==> src/rtl/tm1637_frame_sequencer.sv <==
// TM1637 frame sequencer: walks the fixed START/BYTE/STOP command list for one
// display refresh and hands each command to the serial byte engine.
module tm1637_frame_sequencer #(
  parameter int unsigned NUM_DIGITS  = 4,
  parameter int unsigned TIMEOUT_CYC = 1000000
) (
  input  logic                    clk_50M,
  input  logic                    rst,
  input  logic                    update_req,
  input  logic [8*NUM_DIGITS-1:0] digits,
  input  logic [2:0]              brightness,
  input  logic                    display_on,
  output logic                    busy,
  output logic                    done,
  output logic                    nak_err,
  output logic                    timeout_err,
  output logic                    eng_cmd_valid,
  output logic [1:0]              eng_cmd,
  output logic [7:0]              eng_data,
  input  logic                    eng_ready,
  input  logic                    eng_done,
  input  logic                    eng_nak
);

  localparam int unsigned IDX_W = $clog2(NUM_DIGITS + 9);
  localparam int unsigned CNT_W = $clog2(TIMEOUT_CYC);

  localparam logic [IDX_W-1:0] IDX_DSTOP  = IDX_W'(NUM_DIGITS + 5);
  localparam logic [IDX_W-1:0] IDX_CSTART = IDX_W'(NUM_DIGITS + 6);
  localparam logic [IDX_W-1:0] IDX_CBYTE  = IDX_W'(NUM_DIGITS + 7);
  localparam logic [IDX_W-1:0] IDX_LAST   = IDX_W'(NUM_DIGITS + 8);
  localparam logic [CNT_W-1:0] CNT_MAX    = CNT_W'(TIMEOUT_CYC - 1);

  localparam logic [1:0] CMD_START = 2'b00;
  localparam logic [1:0] CMD_BYTE  = 2'b01;
  localparam logic [1:0] CMD_STOP  = 2'b10;

  typedef enum logic [1:0] {
    S_IDLE,
    S_ISSUE,
    S_WAIT,
    S_FIN
  } state_e;

  // {cmd, data} for a given list position, built from the shadowed frame content.
  function automatic logic [9:0] cmd_at(input logic [IDX_W-1:0]        idx,
                                        input logic [8*NUM_DIGITS-1:0] dig,
                                        input logic [7:0]              ctrl);
    logic [9:0] c;
    c = {CMD_BYTE, 8'h00};
    if (idx == '0 || idx == IDX_W'(3) || idx == IDX_CSTART) begin
      c = {CMD_START, 8'h00};
    end else if (idx == IDX_W'(2) || idx == IDX_DSTOP || idx == IDX_LAST) begin
      c = {CMD_STOP, 8'h00};
    end else if (idx == IDX_W'(1)) begin
      c = {CMD_BYTE, 8'h40};
    end else if (idx == IDX_W'(4)) begin
      c = {CMD_BYTE, 8'hC0};
    end else if (idx == IDX_CBYTE) begin
      c = {CMD_BYTE, ctrl};
    end else begin
      for (int unsigned k = 0; k < NUM_DIGITS; k++) begin
        if (idx == IDX_W'(k + 5)) c = {CMD_BYTE, dig[8*k +: 8]};
      end
    end
    return c;
  endfunction

  state_e                  state_q, state_d;
  logic [IDX_W-1:0]        idx_q, idx_d, idx_inc;
  logic [CNT_W-1:0]        cnt_q, cnt_d;
  logic                    pending_q, pending_d;
  logic                    nak_flag_q, nak_flag_d;
  logic                    cur_byte_q, cur_byte_d;
  logic [8*NUM_DIGITS-1:0] dig_q, dig_d;
  logic [7:0]              ctrl_q, ctrl_d;
  logic                    busy_q, busy_d;
  logic                    done_q, done_d;
  logic                    nak_err_q, nak_err_d;
  logic                    timeout_err_q, timeout_err_d;
  logic                    valid_q, valid_d;
  logic [1:0]              cmd_q, cmd_d;
  logic [7:0]              data_q, data_d;
  logic [9:0]              nxt_cmd;
  logic                    nak_now;

  assign idx_inc = idx_q + IDX_W'(1);
  assign nxt_cmd = cmd_at(idx_inc, dig_q, ctrl_q);
  assign nak_now = eng_nak & cur_byte_q;

  always_comb begin
    state_d       = state_q;
    idx_d         = idx_q;
    cnt_d         = cnt_q;
    pending_d     = pending_q;
    nak_flag_d    = nak_flag_q;
    cur_byte_d    = cur_byte_q;
    dig_d         = dig_q;
    ctrl_d        = ctrl_q;
    busy_d        = busy_q;
    done_d        = 1'b0;
    nak_err_d     = 1'b0;
    timeout_err_d = 1'b0;
    valid_d       = valid_q;
    cmd_d         = cmd_q;
    data_d        = data_q;

    if (state_q != S_IDLE && update_req) pending_d = 1'b1;

    unique case (state_q)
      S_IDLE: begin
        if (update_req || pending_q) begin
          dig_d      = digits;
          ctrl_d     = {4'h8, display_on, brightness};
          pending_d  = 1'b0;
          nak_flag_d = 1'b0;
          idx_d      = '0;
          busy_d     = 1'b1;
          valid_d    = 1'b1;
          cmd_d      = CMD_START;
          data_d     = 8'h00;
          cur_byte_d = 1'b0;
          state_d    = S_ISSUE;
        end
      end
      S_ISSUE: begin
        if (eng_ready) begin
          valid_d = 1'b0;
          cmd_d   = CMD_START;
          data_d  = 8'h00;
          cnt_d   = '0;
          state_d = S_WAIT;
        end
      end
      S_WAIT: begin
        if (eng_done) begin
          if (nak_now) nak_flag_d = 1'b1;
          if (idx_q == IDX_LAST) begin
            done_d    = 1'b1;
            busy_d    = 1'b0;
            nak_err_d = nak_flag_q | nak_now;
            state_d   = S_FIN;
          end else begin
            idx_d      = idx_inc;
            valid_d    = 1'b1;
            cmd_d      = nxt_cmd[9:8];
            data_d     = nxt_cmd[7:0];
            cur_byte_d = (nxt_cmd[9:8] == CMD_BYTE);
            state_d    = S_ISSUE;
          end
        end else if (cnt_q == CNT_MAX) begin
          done_d        = 1'b1;
          busy_d        = 1'b0;
          nak_err_d     = nak_flag_q;
          timeout_err_d = 1'b1;
          state_d       = S_FIN;
        end else begin
          cnt_d = cnt_q + CNT_W'(1);
        end
      end
      S_FIN: begin
        nak_flag_d = 1'b0;
        state_d    = S_IDLE;
      end
      default: state_d = S_IDLE;
    endcase
  end

  always_ff @(posedge clk_50M) begin
    if (rst) begin
      state_q       <= S_IDLE;
      idx_q         <= '0;
      cnt_q         <= '0;
      pending_q     <= 1'b0;
      nak_flag_q    <= 1'b0;
      cur_byte_q    <= 1'b0;
      dig_q         <= '0;
      ctrl_q        <= '0;
      busy_q        <= 1'b0;
      done_q        <= 1'b0;
      nak_err_q     <= 1'b0;
      timeout_err_q <= 1'b0;
      valid_q       <= 1'b0;
      cmd_q         <= '0;
      data_q        <= '0;
    end else begin
      state_q       <= state_d;
      idx_q         <= idx_d;
      cnt_q         <= cnt_d;
      pending_q     <= pending_d;
      nak_flag_q    <= nak_flag_d;
      cur_byte_q    <= cur_byte_d;
      dig_q         <= dig_d;
      ctrl_q        <= ctrl_d;
      busy_q        <= busy_d;
      done_q        <= done_d;
      nak_err_q     <= nak_err_d;
      timeout_err_q <= timeout_err_d;
      valid_q       <= valid_d;
      cmd_q         <= cmd_d;
      data_q        <= data_d;
    end
  end

  assign busy          = busy_q;
  assign done          = done_q;
  assign nak_err       = nak_err_q;
  assign timeout_err   = timeout_err_q;
  assign eng_cmd_valid = valid_q;
  assign eng_cmd       = cmd_q;
  assign eng_data      = data_q;

endmodule

==> config.mk <==
export PLATFORM = sky130hd
export DESIGN_NAME = tm1637_frame_sequencer
export DESIGN_NICKNAME = d
export VERILOG_FILES = /design/src/rtl/tm1637_frame_sequencer.sv
export SDC_FILE = /design/constraint.sdc
export NUM_CORES = 1
export LEC_CHECK = 0
export CORE_UTILIZATION = 40
export DETAILED_ROUTE_END_ITERATION = 6
export SLEW_MARGIN = 20
export SYNTH_ARGS = -nofsm -noshare
export SYNTH_HDL_FRONTEND = slang
export SYNTH_SLANG_ARGS = --single-unit
export TNS_END_PERCENT = 1
==> constraint.sdc <==
create_clock -name clk_50M -period 5.3 [get_ports clk_50M]
set_input_delay 1.06 -clock clk_50M [delete_from_list [all_inputs] [get_ports clk_50M]]
set_output_delay 1.06 -clock clk_50M [all_outputs]
set_load 0.02 [all_outputs]
======== After elaboration in Yosys (flattened, before gate mapping) ========
Cells that the tools add are included.
storage, ports and cells
  flip-flop bits (word level) ............. 81
  input port bits ......................... 42
  output and inout port bits .............. 15
cells by class
  $add $sub $neg .......................... 2
  equal/unequal tests ..................... 27
  muxes and demuxes ....................... 58
  bitwise logic cells ..................... 3
  reductions and logical operators ........ 22
operators with widths
  kind                                                              number
  10-bit two-way mux                                                8
  20-bit two-way mux                                                3
  8-bit two-way mux                                                 5
  20-bit one-hot mux with 2 select lines                            1
  4-bit == test (second input constant)                             6
  8-bit one-hot mux with 3 select lines                             1
  1-bit two-way mux                                                 21
  20-bit by 1-bit adder with 20-bit output (second input constant)  1
  20-bit == test (second input constant)                            1
  2-bit two-way mux                                                 9
  4-bit by 3-bit == test with 1-bit output (second input constant)  4
  4-bit AND reduction                                               4
  2-bit inequality test (second input constant)                     7
  4-bit two-way mux                                                 3
  4-bit by 2-bit == test with 1-bit output (second input constant)  2
  2-bit one-hot mux with 4 select lines                             1
  4-bit one-hot mux with 2 select lines                             1
  3-bit inequality test (second input constant)                     2
  1-bit one-hot mux with 3 select lines                             2
  2-bit one-hot mux with 3 select lines                             1
  2-bit nonzero test                                                3
  3-bit nonzero test                                                2
  1-bit logical OR                                                  5
  5-bit AND reduction                                               1
  other kinds (15)                                                  18

======== Depth between registers and ports, before layout ========
  depth after elaboration ................. 15
  gate-level depth with buffers ........... 10
  mapped depth without buffers ............ 8

======== Least setup slack after synthesis ========
Ideal clock, no wire load.
  path kind ............................... in2reg
  from .................................... input port eng_done
  to ...................................... register cnt_q[13]
  library setup time ...................... 0.070 ns
  data arrival time ....................... 2.453 ns
  required time ........................... 5.230 ns
  slack ................................... 2.777 ns
  stages on the path ...................... 7
  buffers on the path ..................... 2
  cell sequence ........................... clkbuf_1 nand2_1 nand3_1 or2_1 buf_6 or4_1 a21oi_1
on the way
  longest elaborated chain between the ends .. 2
RTL lines
  element                                 line  RTL
  start: declaration                      21    input logic eng_done,
  2-bit inequality test (no source line)  --
  4-bit AND reduction (no source line)    --
  end signal: assignment                  189   cnt_q <= cnt_d;
  end: declaration                        71    logic [CNT_W-1:0] cnt_q, cnt_d;
No other way between the ends.
A chain may end at the register's enable or synchronous reset.

======== Worst setup path in the final report ========
  from .................................... input port eng_done
  to ...................................... register data_q[0], in the netlist eng_data[0]
on the way
  longest elaborated chain between the ends .. 2
RTL lines
  element                                 line  RTL
  2-bit inequality test (no source line)  --
  5-bit AND reduction (no source line)    --
  end signal: assignment                  201   data_q <= data_d;
  end: declaration                        83    logic [7:0] data_q, data_d;
No other way between the ends.

==> metrics.txt <==
fill cell count=944; initial antenna violation count=0; final setup fails=0; slew margin rel.=0.4999; first-pass GRT wire length=roughly 16 mm; sequential power share=0.516; metal3 WL=487 µm; worst vdd ir=about 0.00019 V; Hold Path Class=reg2reg; total CTS buffers=9; Max Cap Viol=0; Placeable Area=between 9000 and 10000 µm²; clock slew at reported path FFs=80 ps; WS Path Type=in2reg; GRT Util Overall=0.1971; Net Sw Power=between 0.0003 and 0.0004 W; synthesis-to-finish area growth=21.09%; Clk pwr share=0.371; Worst EP required=between 5000 and 6000 ps; Overall Power=0.001265 W; via/cell ratio=5.331; CTS tree=yes; Mapped Cells=505; Synth area leader=dfxtp_1; status=finished, final reports clean; CP Launch Type=input port; overall die height=100.8 µm; CP startpoint=eng_done; HPWL Detailed=between 6 and 7 mm; Synth top area share=0.4154; DR pass1 iterations=5; ys async rst share=0; part of the power in combinational logic=0.113; Placement Rows=35; Static Leak=around 1.6 nW; cts hold-fix bufs=0; launching point of the worst reg2reg path=idx_q[0]; Tmin final=2851 ps; Post-Syn Area=3904 µm²; sequential cell area=1622 µm²; Starting DRT DRC Count=221; Antenna Nets Post-Route=0; commonest cells after routing, fill and taps aside=nand2_1 (110), dfxtp_1 (81), a21oi_1 (71); clock tree buffer depth=2; WL final=9.501 mm; worst hold start=dig_q[10]; metal1 wirelength=4.793 mm; synthesis warning total=0; routability cong.=0.8872; DRC viols=0; RSZ-0062 raised after global routing=false; I/O pin total=57; worst slew pin tran=743.8 ps; H-tree Lvls=3; GR Overflow Total=0; Final Hold Fails=0; Max Slew Vio Count=0; Starting Density=0.4185; Die Area=between 10000 and 15000 µm²; fin crit share=0.5379; Power Dens Cells=267.5 nW/µm²; commonest non-fill, non-tap cell in the layout=nand2_1; Sink Count=81; f_max=350.8 MHz; switch share=0.2547; Setup TNS Final=0 ps; layout cell share with drive strength beyond 1=0.04727; Die Span X=100.8 µm; Clock Tree Root=clkbuf_8; via count=about 3600; PostCTS Resize Cnt=0; Seq/Total Area, Yosys=0.4154; final net count=around 590; largest net degree at the start of global routing=39; multi-input logic area=2133 µm²; syn_nets=553; Setup Skew=14.29 ps; internal power=0.0009425 W; top sig layer=met4; Post-synth EDFFs=0; IO Port Bufs=56; Inserted Diodes=0; WP data arrival=3130 ps; Post-CTS Setup Inserts=0; WL met2=4.086 mm; later-pin clock latency in the skew report=360 ps; drt wl/cell=13.99 µm; Distinct cells, synth=53; Avg Inst Size Synth=7.730 µm²; element type at the critical path end=flip-flop; vias in the first global route=3273; Max FO, Critical Path=10; Synth Register Bits=81; ranking of synthesized cells by area=dfxtp_1 (42%), nand2_1 (11%), a21oi_1 (9.1%), nor2_1 (3.9%), o21ai_0 (2.2%); Synth Flop Type=dfxtp_1
==> power by group through the flow <==
stage                     Combinational, W  Clock [W]  Sequential, W
after floorplan                  0.0000857          0       0.000663
after global placement            0.000142          0       0.000666
after detailed placement          0.000143          0       0.000667
after CTS                         0.000144   0.000480       0.000653
after global routing              0.000161   0.000506       0.000656
final                             0.000143   0.000469       0.000653
==> critical path, stage by stage <==
cell and delay [ps]:
clkdlybuf4s50_1 670, nand3_1 290, nor2_1 220, nand3_1 230
or3_1 460, o21ai_0 190
==> synthesized netlist by cell type, drive strengths merged, types with 2 or more instances <==
| master | number |
|---|---|
| nand4 | 4 |
| or2 | 4 |
| o2bb2ai | 5 |
| xor2 | 3 |
| a311o | 2 |
| nor4 | 3 |
| and3 | 7 |
| or3 | 5 |
| o21bai | 3 |
| mux2i | 5 |
| a32o | 4 |
| buf | 9 |
| or4 | 3 |
| and2 | 5 |
| mux2 | 2 |
| nor2 | 41 |
| a21oi | 71 |
| a31oi | 2 |
| nor3b | 4 |
| dfxtp | 81 |
| nand2b | 4 |
| o21ai | 17 |
| and4 | 2 |
| nand3 | 14 |
| o221ai | 2 |
| nor2b | 5 |
| o211ai | 2 |
| a22o | 2 |
| clkbuf | 21 |
| xnor2 | 9 |
| nand3b | 7 |
| ha | 6 |
| inv | 7 |
| nor4b | 4 |
| nor3 | 14 |
| nand2 | 110 |
| a21o | 2 |
| o31ai | 4 |
==> stage by stage <==
stage | hold slack, ps | utilization | std cells | instance area, µm² | setup WS, ps
3_5_place_dp | 447.5 | 0.4846 | 663 | 4521 | 2107
6_report | 457.3 | 0.5068 | 679 | 4727 | 2449
2_1_floorplan | 431.2 | - | 505 | 3904 | 2777
5_1_grt | 478.4 | 0.5068 | 679 | 4727 | 2212
3_3_place_gp | 442.2 | 0.4846 | 663 | 4521 | 2181
4_1_cts | 459.5 | 0.5068 | 679 | 4727 | 2476
==> kinds of logic after synthesis <==
logic type               count (synthesis)  synth area share
XOR/XNOR                                12           0.02693
flip-flops                              81            0.4154
buffers and inverters                   37           0.04038
AO/OA/AOI/OAI                          123            0.1888
multiplexers                             7           0.01859
AND/OR/NAND/NOR                        239            0.2907
adder cells (fa/ha/maj)                  6           0.01923
==> layout make-up <==
type / count / share of cell area
Tap cell: 129 / 0.03415
Timing Repair Buffer: 59 / 0.1223
Sequential cell: 81 / 0.3430
Clock buffer: 12 / 0.03282
Multi-Input combinational cell: 387 / 0.4513
Clock inverter: 4 / 0.01085
Inverter: 7 / 0.005559
==> registers in the layout, indices dropped and copies added (netlist names), 2 cells and up <==
signal    cells
idx_q         4
dig_q        32
eng_data      8
cnt_q        20
state_q       2
ctrl_q        5
eng_cmd       2
==> final timing paths <==
path	slack [ps]	endpoint	cells past startpoint
setup / recovery	2450	eng_data[0]	6
hold / removal	460	dig_q[10]	2
setup reg to reg	2640	eng_data[0]	7
hold reg to reg	460	dig_q[10]	2
==> metal layers <==
metal | GRT usage | vias to the layer above
met5 | 0 | -
met4 | 0.07469 | 0
met3 | 0.03329 | 11
met2 | 0.2887 | 91
met1 | 0.2873 | 1676
li1 | - | 1842
(Power assumes the default switching activity.)
==> variant (config.mk and constraints unchanged) <==
`NUM_DIGITS`: 4 -> 8.
--- a/src/rtl/tm1637_frame_sequencer.sv
+++ b/src/rtl/tm1637_frame_sequencer.sv
@@ -2,5 +2,5 @@
 // display refresh and hands each command to the serial byte engine.
 module tm1637_frame_sequencer #(
-  parameter int unsigned NUM_DIGITS  = 4,
+  parameter int unsigned NUM_DIGITS  = 8,
   parameter int unsigned TIMEOUT_CYC = 1000000
 ) (
Interface: changed (resized digits); port bits go from 57 to 89. The function was not compared with the original's and may differ.
==> variant against the original RTL <==
  * Sequential share of layout area shrank 2.7 points
  * Critical path type unchanged
  * Design area increased by 53%
  * Fmax shrank 3.4%
  * Total power rose by 130%
  * Largest cell class unchanged
  * First-iteration DRC count is 40% higher
  * Wire length increased by 62%
  * Worst setup slack got worse by 0.10 ns
  * Cell count up 46%
  * Sequential cell count is 33 higher
  * Synthesized area rose by 45%
==> variant: results (changes against the original RTL) <==
status=completed; global-route wire length before repair=25.36 mm (+61%); IO Port Bufs=88 (+57%); routability cong.=0.8516 (-4.0%); H-tree depth=4 (+1); WP data arrival=3.29 ns (+0.16 ns); total track usage=22.39% (+2.7 points); predominant post-synthesis flop cell=dfxtp_1; top cells by count, synth=nand2_1 (181), dfxtp_1 (114), a21oi_1 (106), clkbuf_1 (40), nor2_1 (38); Lkg Pwr=2.470 nW (+51%); Worst-path clk slew=0.05 ns (-0.03 ns); sequential area share after synthesis=40.25% (-1.3 points); largest cells by area after synthesis=dfxtp_1 (40%), nand2_1 (12%), a21oi_1 (9.4%); Slew HR=38.97% (-11 points); Avg Vias per Cell=5.384 (+1.0%); number of nets in the layout=881 (+49%); Via Count=5,336 (+47%); Mean Syn Cell Area=7.673 um^2 (-0.74%); cell count after placement=959 (+45%); Slowest-stage cell, CP=nor2b_1; r2r worst-path depth=6 (-1); worst hold endpoint=dig_q[14]; 1st-iter DRT viols=310 (+40%); Distinct cells, synth=73 (+38%); reg2reg setup slack=2.43 ns (-0.21 ns); Clock Skew=0.005482 ns (-0.008804 ns); pin count of the biggest net entering global routing=69 (+77%); final core utilization=52.06% (+1.4 points); Post-Route WL=15.37 mm (+62%); placed cell areas=6611 um^2 (+46%); slowest stage delay, CP=0.54 ns (-0.13 ns); Reg-to-Reg End=eng_cmd[1]; cts bufs inserted=17 (+8); reg2reg start=idx_q[0]; vias in the first global route=5,165 (+58%); worst-path maximum fanout=11 (+1); max reg flops=64 (+100%); Post-DP HPWL=10.86 mm (+61%); fillers=1,366 (+45%); clock latency on the worst-skew pair=0.42 ns (+0.06 ns); root buffer cell=clkbuf_16; Hold WS=0.4522 ns (-0.005166 ns); dpl ws=1.958 ns (-0.1488 ns); syn nets=822 (+49%); layout cells sized above 1=7.028% (+2.3 points); maximum VDD drop=0.2235 mV (+19%)
-- variant: per-layer routing --
layer / part of all wire, % / track usage (%) / up-vias
li1: - / - / 2719
met1: 46 / 28.57 / 2480
met2: 47 / 34.57 / 119
met3: 5.6 / 5.921 / 18
met4: 2.0 / 11.50 / 0
met5: 0 / 0 / -
-- variant: worst register-to-register path, stage by stage (launching register included) --
cell      delay [ns]
dfxtp_1         0.40
inv_1           0.12
ha_1            0.61
clkinv_1        0.51
o32a_4          0.50
or4b_1          0.51
a21oi_1         0.15
-- variant: power breakdown --
part / switching [mW] / total, mW / internal (mW)
Clock: 0.391 / 1.18 / 0.785
Combinational: 0.438 / 0.696 / 0.259
Sequential: 0.0826 / 1.07 / 0.989
-- variant: worst max path at each step --
| stage | depth (start not counted) | slack (ns) | to | start |
|---|---|---|---|---|
| after floorplan | 7 | 2.85 | eng_data[7] | update_req |
| after global placement | 8 | 2.02 | eng_data[7] | update_req |
| after detailed placement | 8 | 1.96 | eng_data[7] | update_req |
| after CTS | 8 | 2.38 | eng_data[7] | update_req |
| after global routing | 8 | 2.19 | eng_data[7] | update_req |
| final | 8 | 2.35 | eng_data[7] | update_req |
-- variant: kinds of logic (layout without fill, tap and decap cells) --
kind of cell	count (synthesis)	in the layout	share of synthesized area [%]
AND/OR/NAND/NOR	318	318	25.73
flip-flops	114	114	40.25
XOR/XNOR	10	10	1.876
adder cells (fa/ha/maj)	9	9	1.986
buffers and inverters	71	143	5.207
AO/OA/AOI/OAI	214	214	24.40
multiplexers	3	3	0.5516
-- variant: layout make-up --
cell class | count | share of cell area [%]
flip-flops and latches | 114 | 31.58
inverters | 15 | 0.7791
well taps | 180 | 3.116
clock inverters | 9 | 1.766
repair buffers | 96 | 12.95
clock buffers | 23 | 6.752
multi-input cells | 554 | 43.06
